### src/rtl/ibex_pkg.sv
// Shared types for the register-file writeback path.
// Request fields are sized for the widest supported configuration; narrower builds zero-extend.
package ibex_pkg;

    localparam int RfAddrMaxW = 5;
    localparam int RfDataMaxW = 32;

    typedef struct packed {
        logic [RfAddrMaxW-1:0] addr;
        logic [RfDataMaxW-1:0] data;
    } rf_wr_req_t;

endpackage

### src/rtl/ibex_rf_bypass.sv
// Read-port bypass: returns the in-flight write data when it targets the register being read.
module ibex_rf_bypass #(
    parameter int DataWidth = 32,
    parameter int AddrWidth = 5
) (
    input  logic                 we_i,
    input  logic [AddrWidth-1:0] waddr_i,
    input  logic [DataWidth-1:0] wdata_i,
    input  logic [AddrWidth-1:0] raddr_i,
    input  logic [DataWidth-1:0] rdata_raw_i,
    output logic [DataWidth-1:0] rdata_o
);

    logic w_hit;

    assign w_hit   = we_i && (waddr_i == raddr_i);
    assign rdata_o = w_hit ? wdata_i : rdata_raw_i;

endmodule

### src/rtl/ibex_rf_wb_arbiter.sv
// Arbitrates the single register-file write port between EX (A) and LSU (B),
// registers the winning write and bypasses it onto both read ports.
module ibex_rf_wb_arbiter
    import ibex_pkg::*;
#(
    parameter int DataWidth   = 32,
    parameter int AddrWidth   = 5,
    parameter int StarveLimit = 3
) (
    input  logic                 clk_i,
    input  logic                 rst_i,
    input  logic                 a_valid_i,
    output logic                 a_ready_o,
    input  logic [AddrWidth-1:0] a_addr_i,
    input  logic [DataWidth-1:0] a_data_i,
    input  logic                 b_valid_i,
    output logic                 b_ready_o,
    input  logic [AddrWidth-1:0] b_addr_i,
    input  logic [DataWidth-1:0] b_data_i,
    output logic                 rf_we_o,
    output logic [AddrWidth-1:0] rf_waddr_o,
    output logic [DataWidth-1:0] rf_wdata_o,
    input  logic [AddrWidth-1:0] raddr_a_i,
    input  logic [AddrWidth-1:0] raddr_b_i,
    input  logic [DataWidth-1:0] rf_rdata_a_i,
    input  logic [DataWidth-1:0] rf_rdata_b_i,
    output logic [DataWidth-1:0] rdata_a_o,
    output logic [DataWidth-1:0] rdata_b_o,
    output logic                 starve_o
);

    localparam int CntW = $clog2(StarveLimit + 1);

    logic [CntW-1:0] r_starve_cnt;
    logic            r_we;
    rf_wr_req_t      r_out;

    logic       w_a_pri;
    logic       w_grant_a;
    logic       w_grant_b;
    rf_wr_req_t w_req_a;
    rf_wr_req_t w_req_b;
    rf_wr_req_t w_win;

    always_comb begin
        w_req_a      = '0;
        w_req_a.addr = RfAddrMaxW'(a_addr_i);
        w_req_a.data = RfDataMaxW'(a_data_i);
        w_req_b      = '0;
        w_req_b.addr = RfAddrMaxW'(b_addr_i);
        w_req_b.data = RfDataMaxW'(b_data_i);
    end

    // B is preferred unless A has been passed over StarveLimit times in a row.
    assign w_a_pri   = (r_starve_cnt == CntW'(StarveLimit));
    assign w_grant_a = !rst_i && a_valid_i && (!b_valid_i || w_a_pri);
    assign w_grant_b = !rst_i && b_valid_i && !(a_valid_i && w_a_pri);
    assign w_win     = w_grant_a ? w_req_a : w_req_b;

    assign a_ready_o = w_grant_a;
    assign b_ready_o = w_grant_b;
    assign starve_o  = w_a_pri;

    always_ff @(posedge clk_i) begin
        if (rst_i) begin
            r_starve_cnt <= '0;
        end else if (!a_valid_i || w_grant_a) begin
            r_starve_cnt <= '0;
        end else if (r_starve_cnt != CntW'(StarveLimit)) begin
            r_starve_cnt <= r_starve_cnt + CntW'(1);
        end
    end

    // Writes to x0 are consumed but never reach the register file.
    always_ff @(posedge clk_i) begin
        if (rst_i) begin
            r_we  <= 1'b0;
            r_out <= '0;
        end else if (w_grant_a || w_grant_b) begin
            r_we  <= (w_win.addr != '0);
            r_out <= w_win;
        end else begin
            r_we  <= 1'b0;
        end
    end

    assign rf_we_o    = r_we;
    assign rf_waddr_o = r_out.addr[AddrWidth-1:0];
    assign rf_wdata_o = r_out.data[DataWidth-1:0];

    ibex_rf_bypass #(
        .DataWidth (DataWidth),
        .AddrWidth (AddrWidth)
    ) u_bypass_a (
        .we_i        (rf_we_o),
        .waddr_i     (rf_waddr_o),
        .wdata_i     (rf_wdata_o),
        .raddr_i     (raddr_a_i),
        .rdata_raw_i (rf_rdata_a_i),
        .rdata_o     (rdata_a_o)
    );

    ibex_rf_bypass #(
        .DataWidth (DataWidth),
        .AddrWidth (AddrWidth)
    ) u_bypass_b (
        .we_i        (rf_we_o),
        .waddr_i     (rf_waddr_o),
        .wdata_i     (rf_wdata_o),
        .raddr_i     (raddr_b_i),
        .rdata_raw_i (rf_rdata_b_i),
        .rdata_o     (rdata_b_o)
    );

endmodule

### config.mk
export PLATFORM = sky130hd
export DESIGN_NAME = ibex_rf_wb_arbiter
export DESIGN_NICKNAME = d
export VERILOG_FILES = /design/src/rtl/ibex_pkg.sv /design/src/rtl/ibex_rf_bypass.sv /design/src/rtl/ibex_rf_wb_arbiter.sv
export SDC_FILE = /design/constraint.sdc
export NUM_CORES = 1
export LEC_CHECK = 0
export BUFFER_PORTS_ARGS = -buffer_cell sky130_fd_sc_hd__clkbuf_2
export CORE_AREA = 4 4 97 99
export DETAILED_ROUTE_END_ITERATION = 10
export DIE_AREA = 0 0 101 103
export PLACE_DENSITY_LB_ADDON = 0.2
export SYNTH_ARGS = -nofsm -noshare
export SYNTH_HDL_FRONTEND = slang
export SYNTH_SLANG_ARGS = --single-unit
export TNS_END_PERCENT = 5
### constraint.sdc
create_clock -name clk_i -period 2.2 [get_ports clk_i]
set_clock_uncertainty 0.1 [all_clocks]
set_input_delay 0.22 -clock clk_i [delete_from_list [all_inputs] [get_ports clk_i]]
set_output_delay 0.22 -clock clk_i [all_outputs]
set_load 0.02 [all_outputs]
==> metrics.cfg, run 1 <==
[setup_path]
worstSetupStartpointType=register
crit_family=simple AND/OR/NAND/NOR gates
critPathCaptureType=output port
crit_arrival_ns=2.05
critical-path-slowest-cell=dfxtp_4
crit_fanout=7
crit_path_max_incr_delay_ns=0.37
setup.worst_path.class=reg2out
crit_chain=xor2_2, nor4_2, and3_4, clkbuf_16, mux2_4, buf_6
worstPathRequired_ns=1.88
path_buf_inv=2

[detailed_routing]
drc=0
vias=3136
drt_iter0_drc=48
drt_pass1_iterations=4
drt-total-wl_um=10600
drt-wirelength-per-cell_um=15.9
detail-route-antenna-nets=0
vias_per_cell=4.72

[clock_network]
clock_latency_ns=0.28
postCtsSetupBuffers=0
cts_max_level=2
clock_sink_count=40
path_clk_slew_ns=0.08
cts_tree=yes
numCtsBuffers=5
ctsHoldBuffers=0
clock_path_buffers=2
cts_root_buf=clkbuf_8

[sta]
setup_ws_ns=-0.168
rsz0062_at_grt=yes
fin_crit_ns=2.37
hold_violations=0
worst_slew_pin_slew_ns=0.429
maxSlewViolCount=0
finalSetupViolCount=64
relSlewSlack_pct=71.4
fin_crit_sh_pct=108
max_freq_mhz=422

[yosys]
yosys_warnings=0
syn_inst=303
synth_nets=456
synth.avg_cell_area_um2=9.35
ys_seq_elements=40
ys_types=25
synth_area_um2=2830
yosysSeqAreaShare_pct=28.3

[cells_and_area]
postLayoutCoreUtil_pct=53.2
antenna_cells=0
drive_gt1_share_pct=63.1
design_area_um2=4550
syn2layout_area_growth_pct=60.6
final_cells=664
nets=708

[placed_design]
place_area_um2=4200
post-dp-hpwl_um=8390
dp_cells=652
port_buffers=256
gp_congestion=0.760

[global_route]
antenna_found_initial=0
grt_pass1_wl_um=15100
gr-usage-all-layers_pct=18.1
grt_max_degree=40
grt_pass1_vias=3114
grt_overflow=0

[floorplan]
die_w_um=101
die_y_um=103
dieArea_um2=10400
coreArea_um2=8550
top_level_ports=257
start_util_pct=33.1
num_rows=34

[power]
power_density_nw_per_um2=469
ir_drop_uv=226
leakagePower_nw=2.45

[status]
status=finished with violations
failed_checks=setup timing

[hold_path]
hold_class=in2reg

[job]
drv_cap=0

==> Yosys cell counts, drive strengths merged <==
library cell / n / area, um2
nor2: 104 / 390
mux2: 64 / 946
dfxtp: 40 / 801
nor4: 34 / 213
buf: 13 / 165
clkbuf: 11 / 41.3
xor2: 8 / 70.1
a211oi: 5 / 37.5
mux2i: 5 / 50.1
nand2: 3 / 11.3
and3: 2 / 12.5
inv: 2 / 7.51
nor3: 2 / 10.0
or4: 2 / 15.0
xnor2: 2 / 17.5
a2111oi: 1 / 8.76
ha: 1 / 12.5
nor2b: 1 / 6.26
nor3b: 1 / 7.51
o21ai: 1 / 5.00
or2: 1 / 6.26
==> layout by cell type (no fill, tap or decap), types with 5 or more instances in the layout <==
cell and count:
dfxtp_1 35, clkbuf_2 227, nor4_1 32, nor2_1 104, buf_2 8, mux2_4 61
clkbuf_8 7, mux2i_1 5, xor2_1 7, buf_6 21, a211oi_1 5, buf_12 6
==> kinds of logic (layout without fill, tap and decap cells) <==
group | after synthesis | count (layout) | share of synthesized area (%)
muxes | 69 | 69 | 35.1
xor gates and xnor gates | 10 | 10 | 3.09
AOI/OAI and AO/OA | 7 | 7 | 1.81
DFF | 40 | 40 | 28.3
adders and majority gates | 1 | 1 | 0.441
buffers and inverters | 26 | 279 | 7.55
and+or+nand+nor | 150 | 150 | 23.7
==> layer usage <==
| layer | vias up | track usage [%] | share of wire, % |
|---|---|---|---|
| met4 | 0 | 4.09 | 1.0 |
| met3 | 10 | 4.74 | 8.3 |
| li1 | 1550 | - | - |
| met2 | 141 | 35.0 | 53 |
| met1 | 1435 | 19.7 | 37 |
| met5 | - | 0 | 0 |
==> sequential cells by signal (all words and copies together), names as in the netlist <==
name	flops
r_starve_cnt	2
rf_we_o	1
rf_wdata_o	32
rf_waddr_o	5
==> power breakdown <==
group | internal (mW) | switching (mW)
logic | 0.383 | 0.396
registers | 0.785 | 0.0658
clock network | 0.256 | 0.249
==> final cells by class <==
type / instances / area, um2
fillers: 826 / 4000
multi-input cells: 237 / 1860
repair buffers: 269 / 1640
flip-flops and latches: 40 / 810
well taps: 108 / 135
clock buffers: 8 / 90.1
inverters: 2 / 7.51
==> worst paths after layout <==
path,startpoint,slack [ns],to,cells after the start
max,rf_waddr_o[2],-0.17,rdata_a_o[9],6
min,a_data_i[13],0.08,rf_wdata_o[13],3
max reg2reg,r_starve_cnt[0],0.47,rf_wdata_o[19],5
min reg2reg,r_starve_cnt[0],0.33,r_starve_cnt[0],1
==> timing repair <==
| item | 4_1_cts | 5_1_grt |
|---|---|---|
| setup endpoints to repair | 64 | 64 |
| resized for setup | 6 | 76 |
| cloned | 0 | 4 |
| endpoints found under the hold margin | 0 | 0 |
| pin swaps | 3 | 4 |
==> metrics by stage <==
| stage | total power [mW] | worst slack, ns | hold WS (ns) | setup TNS (ns) |
|---|---|---|---|---|
| after global placement | 1.59 | 0.0937 | 0.313 | 0 |
| after floorplan | 1.28 | 0.266 | 0.263 | 0 |
| after global routing | 2.26 | -0.267 | 0.0766 | -14.18 |
| final | 2.13 | -0.168 | 0.0774 | -8.65 |
| after CTS | 2.12 | -0.278 | 0.0700 | -12.27 |
| after detailed placement | 1.61 | 0.00770 | 0.323 | 0 |
==> worst reg2reg max path, stage by stage (launching register included) <==
cell and delay, ns:
dfxtp_1 0.32, ha_1 0.28, o21ai_4 0.31, buf_4 0.34
nor2_1 0.08, nor4_1 0.20
Power figures use the tool's default switching activity.
==> run 2: changes to the inputs <==
Settings changed: PLACE_DENSITY from default to 0.77, PLACE_DENSITY_LB_ADDON 0.2 to default.
==> metrics.cfg, run 2 (synthesized netlist as in run 1, its figures left out) <==
[global_route]
grt_overflow=0
grt_pass1_wl_um=15300
grt_pass1_vias=3062
antenna_found_initial=0
gr-usage-all-layers_pct=18.6
grt_max_degree=43

[floorplan]
die_y_um=103
num_rows=34
start_util_pct=33.1
dieArea_um2=10400
die_w_um=101
coreArea_um2=8550
top_level_ports=257

[sta]
max_freq_mhz=415
hold_violations=0
setup_ws_ns=-0.211
relSlewSlack_pct=46.4
fin_crit_sh_pct=110
fin_crit_ns=2.41
rsz0062_at_grt=yes
worst_slew_pin_slew_ns=0.804
finalSetupViolCount=64
worst_hold_slack_ns=0.0812
maxSlewViolCount=0

[status]
failed_checks=setup timing
status=finished with violations

[detailed_routing]
detail-route-antenna-nets=0
vias=3197
vias_per_cell=4.83
drt-wirelength-per-cell_um=16.5
drc=0
drt-total-wl_um=10900
drt_pass1_iterations=4
drt_iter0_drc=93

[placed_design]
place_area_um2=4170
pre_cts_ws_ns=0.0639
gp_congestion=0.878
port_buffers=256
post-dp-hpwl_um=8820

[clock_network]
clock_path_buffers=2
cts_max_level=2
clock_latency_ns=0.29
path_clk_slew_ns=0.08
cts_tree=yes
clock_sink_count=40
numCtsBuffers=5
cts_root_buf=clkbuf_8

[power]
total_power_mw=2.23
power_density_nw_per_um2=502
leakagePower_nw=2.42
ir_drop_uv=270

[setup_path]
crit_chain=xor2_1, nor4_1, and3_2, buf_12, mux2_2, buf_2
crit_fanout=20
worstSetupStartpointType=register
critical-path-slowest-cell=mux2_2
crit_arrival_ns=2.09
worstPathRequired_ns=1.88
critPathCaptureType=output port
setup.worst_path.class=reg2out
crit_path_max_incr_delay_ns=0.36

[job]
drv_cap=0

[cells_and_area]
largest_reg_flops=32
design_area_um2=4440
nets=706
layout_common_cells=clkbuf_2 (232), nor2_1 (104), mux2_4 (60), dfxtp_1 (36), nor4_1 (33)
antenna_cells=0
final_common_cell=clkbuf_2
drive_gt1_share_pct=62.6
syn2layout_area_growth_pct=56.7

[hold_path]
hold_class=in2reg

-- run 2: changes by cell type in the layout (fill, tap and decap cells not counted), sizes merged --
cell and delta:
buf -4, bufinv +1, clkinv +1
-- run 2: area by class of cell --
class	instances	area (um2)
clock buffers	6	72.6
clock inverters	2	35.0
multi-input cells	237	1840
repair buffers	267	1540
inverters	2	7.51
well taps	108	135
fillers	818	4110
flip-flops and latches	40	806
-- run 2: final timing paths --
check                        from              end  slack [ns]  cells past startpoint
setup / recovery    rf_waddr_o[0]     rdata_b_o[0]       -0.21                      6
hold / removal        a_data_i[7]    rf_wdata_o[7]        0.08                      3
setup reg to reg  r_starve_cnt[0]    rf_waddr_o[0]        0.52                      5
hold reg to reg   r_starve_cnt[0]  r_starve_cnt[0]        0.34                      1
-- run 2: layer usage --
metal | track usage [%] | vias to the layer above | routed length (um)
met1 | 20.7 | 1484 | 4040
met5 | 0 | - | 0
met3 | 4.80 | 11 | 1020
met2 | 34.9 | 153 | 5740
met4 | 5.01 | 0 | 100
li1 | - | 1549 | -
-- run 2: report_power, final --
group | switching (mW) | internal (mW) | leakage, nW | total (mW)
sequential | 0.0704 | 0.785 | 0.336 | 0.856
combinational | 0.400 | 0.371 | 2.03 | 0.772
clock | 0.265 | 0.337 | 0.0552 | 0.602
total | 0.736 | 1.49 | 2.42 | 2.23
-- run 2: repair_timing --
| item | 4_1_cts | 5_1_grt |
|---|---|---|
| endpoints found under the setup margin | 64 | 64 |
| buffers inserted | 0 | 0 |
| pin swaps | 1 | 3 |
| gates cloned | 0 | 1 |
| hold buffers | 0 | 0 |
| gates resized for setup | 4 | 65 |
-- run 2: per-stage QoR --
stage / util [%] / instances / setup TNS [ns]
after floorplan: - / 303 / 0
after global placement: 48.8 / 653 / 0
after detailed placement: 48.8 / 653 / 0
after CTS: 50.1 / 661 / -10.17
after global routing: 51.9 / 662 / -15.08
final: 51.9 / 662 / -8.89
-- run 2: critical path, delay by kind of cell, from the launching register on --
kind                      cells  cell delay (ns)
xor gates and xnor gates      1             0.16
DFF                           1             0.35
muxes                         1             0.36
and+or+nand+nor               2             0.56
buffers and inverters         2             0.37
==> run 3: changes to the inputs <==
Settings changed: ABC_AREA from default to 1, CORE_AREA 4 4 97 99 to 4 4 98 100, DIE_AREA 0 0 101 103 to 0 0 102 104.
==> metrics.cfg, run 3 <==
[status]
status=complete, no violations

[detailed_routing]
drt-wirelength-per-cell_um=16.3
drt_iter0_drc=262
drc=0
vias_per_cell=5.39
wl_met1_um=5000
drt_pass1_iterations=4
met3_wirelength_um=1540
detail-route-antenna-nets=0
top_layer=met4
met2_wirelength_um=7130
vias=4588
drt-total-wl_um=13900

[power]
leakagePower_nw=2.60
total_power_mw=2.28
power_density_nw_per_um2=498
ir_drop_uv=286

[floorplan]
num_rows=34
top_level_ports=257
start_util_pct=34.4
dieArea_um2=10600
coreArea_um2=8680
die_w_um=102
die_y_um=104

[setup_path]
crit_path_max_incr_delay_ns=0.35
crit_arrival_ns=1.77
worstSetupStartpointType=register
critPathCaptureType=output port
critical-path-slowest-cell=dfxtp_1
crit_fanout=16
worstPathRequired_ns=1.88
crit_family=simple AND/OR/NAND/NOR gates
cpMostUsedCell=nand2_1
r2r-start=r_starve_cnt[0]
crit_chain=or2_1, a21oi_4, buf_12, nand3_4, nand2_1, nand2_1, clkbuf_2
crit_start=rf_waddr_o[3]
setup.worst_path.class=reg2out
path_buf_inv=2

[placed_design]
place_area_um2=4350
dp_cells=835
post-dp-hpwl_um=10500
port_buffers=256
gp_congestion=0.875

[yosys]
yosysTopAreaCell=dfxtp_1
ys_top_cells_by_count=nand2_1 (160), nand4_1 (64), nor3_1 (64), dfxtp_1 (40), nor2_1 (40)
yosys_warnings=0
synth_area_um2=2990
ys_async_sr_fraction_pct=0
synth_top_cell_area_share_pct=26.8
ys_seq_elements=40
synth_edf_count=0
synth.avg_cell_area_um2=6.02
syn_inst=496
yosysSeqAreaShare_pct=26.8
synth_nets=649
ys_types=26
synth.most_common_cell=nand2_1
yosys-top-cells-area=dfxtp_1 (27%), nand2_1 (20%), nand4_1 (13%), nor3_1 (11%), o21ai_0 (5.2%)
ys.flop_type=dfxtp_1

[clock_network]
path_clk_slew_ns=0.08
cts_tree=yes
cts_root_buf=clkbuf_8
clock_sink_count=40
numCtsBuffers=5
clock_latency_ns=0.28
cts_max_level=2
clock_path_buffers=2

[sta]
hold_violations=0
fin_crit_ns=2.09
fin_crit_sh_pct=95.2
finalSetupViolCount=0
maxSlewViolCount=0
max_freq_mhz=477
rsz0062_at_grt=yes
worst_slew_pin_slew_ns=0.384
relSlewSlack_pct=74.4

[cells_and_area]
syn2layout_area_growth_pct=53.0
largest_reg_flops=32
final_common_cell=clkbuf_2
antenna_cells=0
nets=895
num-fill-cells=905
layout_common_cells=clkbuf_2 (255), nand2_1 (160), nand4_1 (64), nor3_1 (64), dfxtp_1 (40)
drive_gt1_share_pct=40.8
design_area_um2=4570
final_cells=851

[global_route]
grt_overflow=0
gr-usage-all-layers_pct=24.5
grt_pass1_wl_um=21100
grt_max_degree=36
antenna_found_initial=0
grt_pass1_vias=4407

[hold_path]
hold_class=in2reg
hold_start=a_data_i[26]

[job]
drv_cap=0

[run 3: cell types whose count changed after synthesis, moves of 6 or more]
cell	previous run	this run
nor3_1	2	64
xor2_1	8	0
o21ai_0	0	31
mux2_4	60	0
nand4_1	0	64
nand2_1	3	160
nor4_1	34	0
inv_1	2	19
buf_2	3	26
buf_12	6	0
nor2_1	104	40
[run 3: cell type report]
cell class	count	area, um2	share of cell area, %
clock buffers	8	90.1	1.97
inverters	24	92.6	2.03
multi-input cells	392	1890	41.4
flip-flops and latches	40	801	17.5
well taps	108	135	2.96
repair buffers	279	1560	34.1
[run 3: path summary, 6_finish.rpt]
check | to | slack, ns | cells after the start
worst min register to register | r_starve_cnt[0] | 0.33 | 1
worst min-delay path | rf_wdata_o[26] | 0.10 | 3
worst max-delay path | rdata_b_o[18] | 0.11 | 7
worst max register to register | rf_we_o | 0.31 | 10
[run 3: through the flow]
| stage | setup TNS, ns | setup WS, ns | utilization, % | hold WS, ns |
|---|---|---|---|---|
| 2_1_floorplan | 0 | 0.487 | - | 0.258 |
| 3_3_place_gp | 0 | 0.359 | 50.1 | 0.308 |
| 3_5_place_dp | 0 | 0.265 | 50.1 | 0.321 |
| 4_1_cts | 0 | 0.0292 | 51.6 | 0.0937 |
| 5_1_grt | -0.0612 | -0.0185 | 52.6 | 0.0966 |
| 6_report | 0 | 0.105 | 52.6 | 0.102 |
[run 3: power breakdown]
| part | internal, mW | switching [mW] |
|---|---|---|
| Sequential | 0.784 | 0.0687 |
| Combinational | 0.339 | 0.581 |
| Clock | 0.256 | 0.246 |
[run 3: repair_timing]
item | CTS | global route
pin swaps | 2 | 3
gates resized for setup | 3 | 9
hold buffers | 0 | 0
cloned | 1 | 1
setup endpoints to repair | 31 | 53
setup buffers | 2 | 4
[run 3: logic make-up (layout without fill, tap and decap cells)]
group,count (synthesis),in the layout,synth area share (%)
buffers and inverters,65,311,10.6
AO/OA/AOI/OAI,46,46,8.80
adder cells (fa/ha/maj),1,1,0.419
flip-flops,40,40,26.8
AND/OR/NAND/NOR,344,345,53.3
[run 3: metal layers]
| layer | vias up | track usage (%) |
|---|---|---|
| li1 | 2179 | - |
| met1 | 2102 | 28.3 |
| met2 | 285 | 44.3 |
| met3 | 22 | 5.43 |
| met4 | 0 | 7.12 |
| met5 | - | 0 |
[run 3: tightest hold or removal path, delay by kind of cell]
family | cells | cell delay [ns]
buf+inv | 1 | 0.08
simple gates | 2 | 0.15
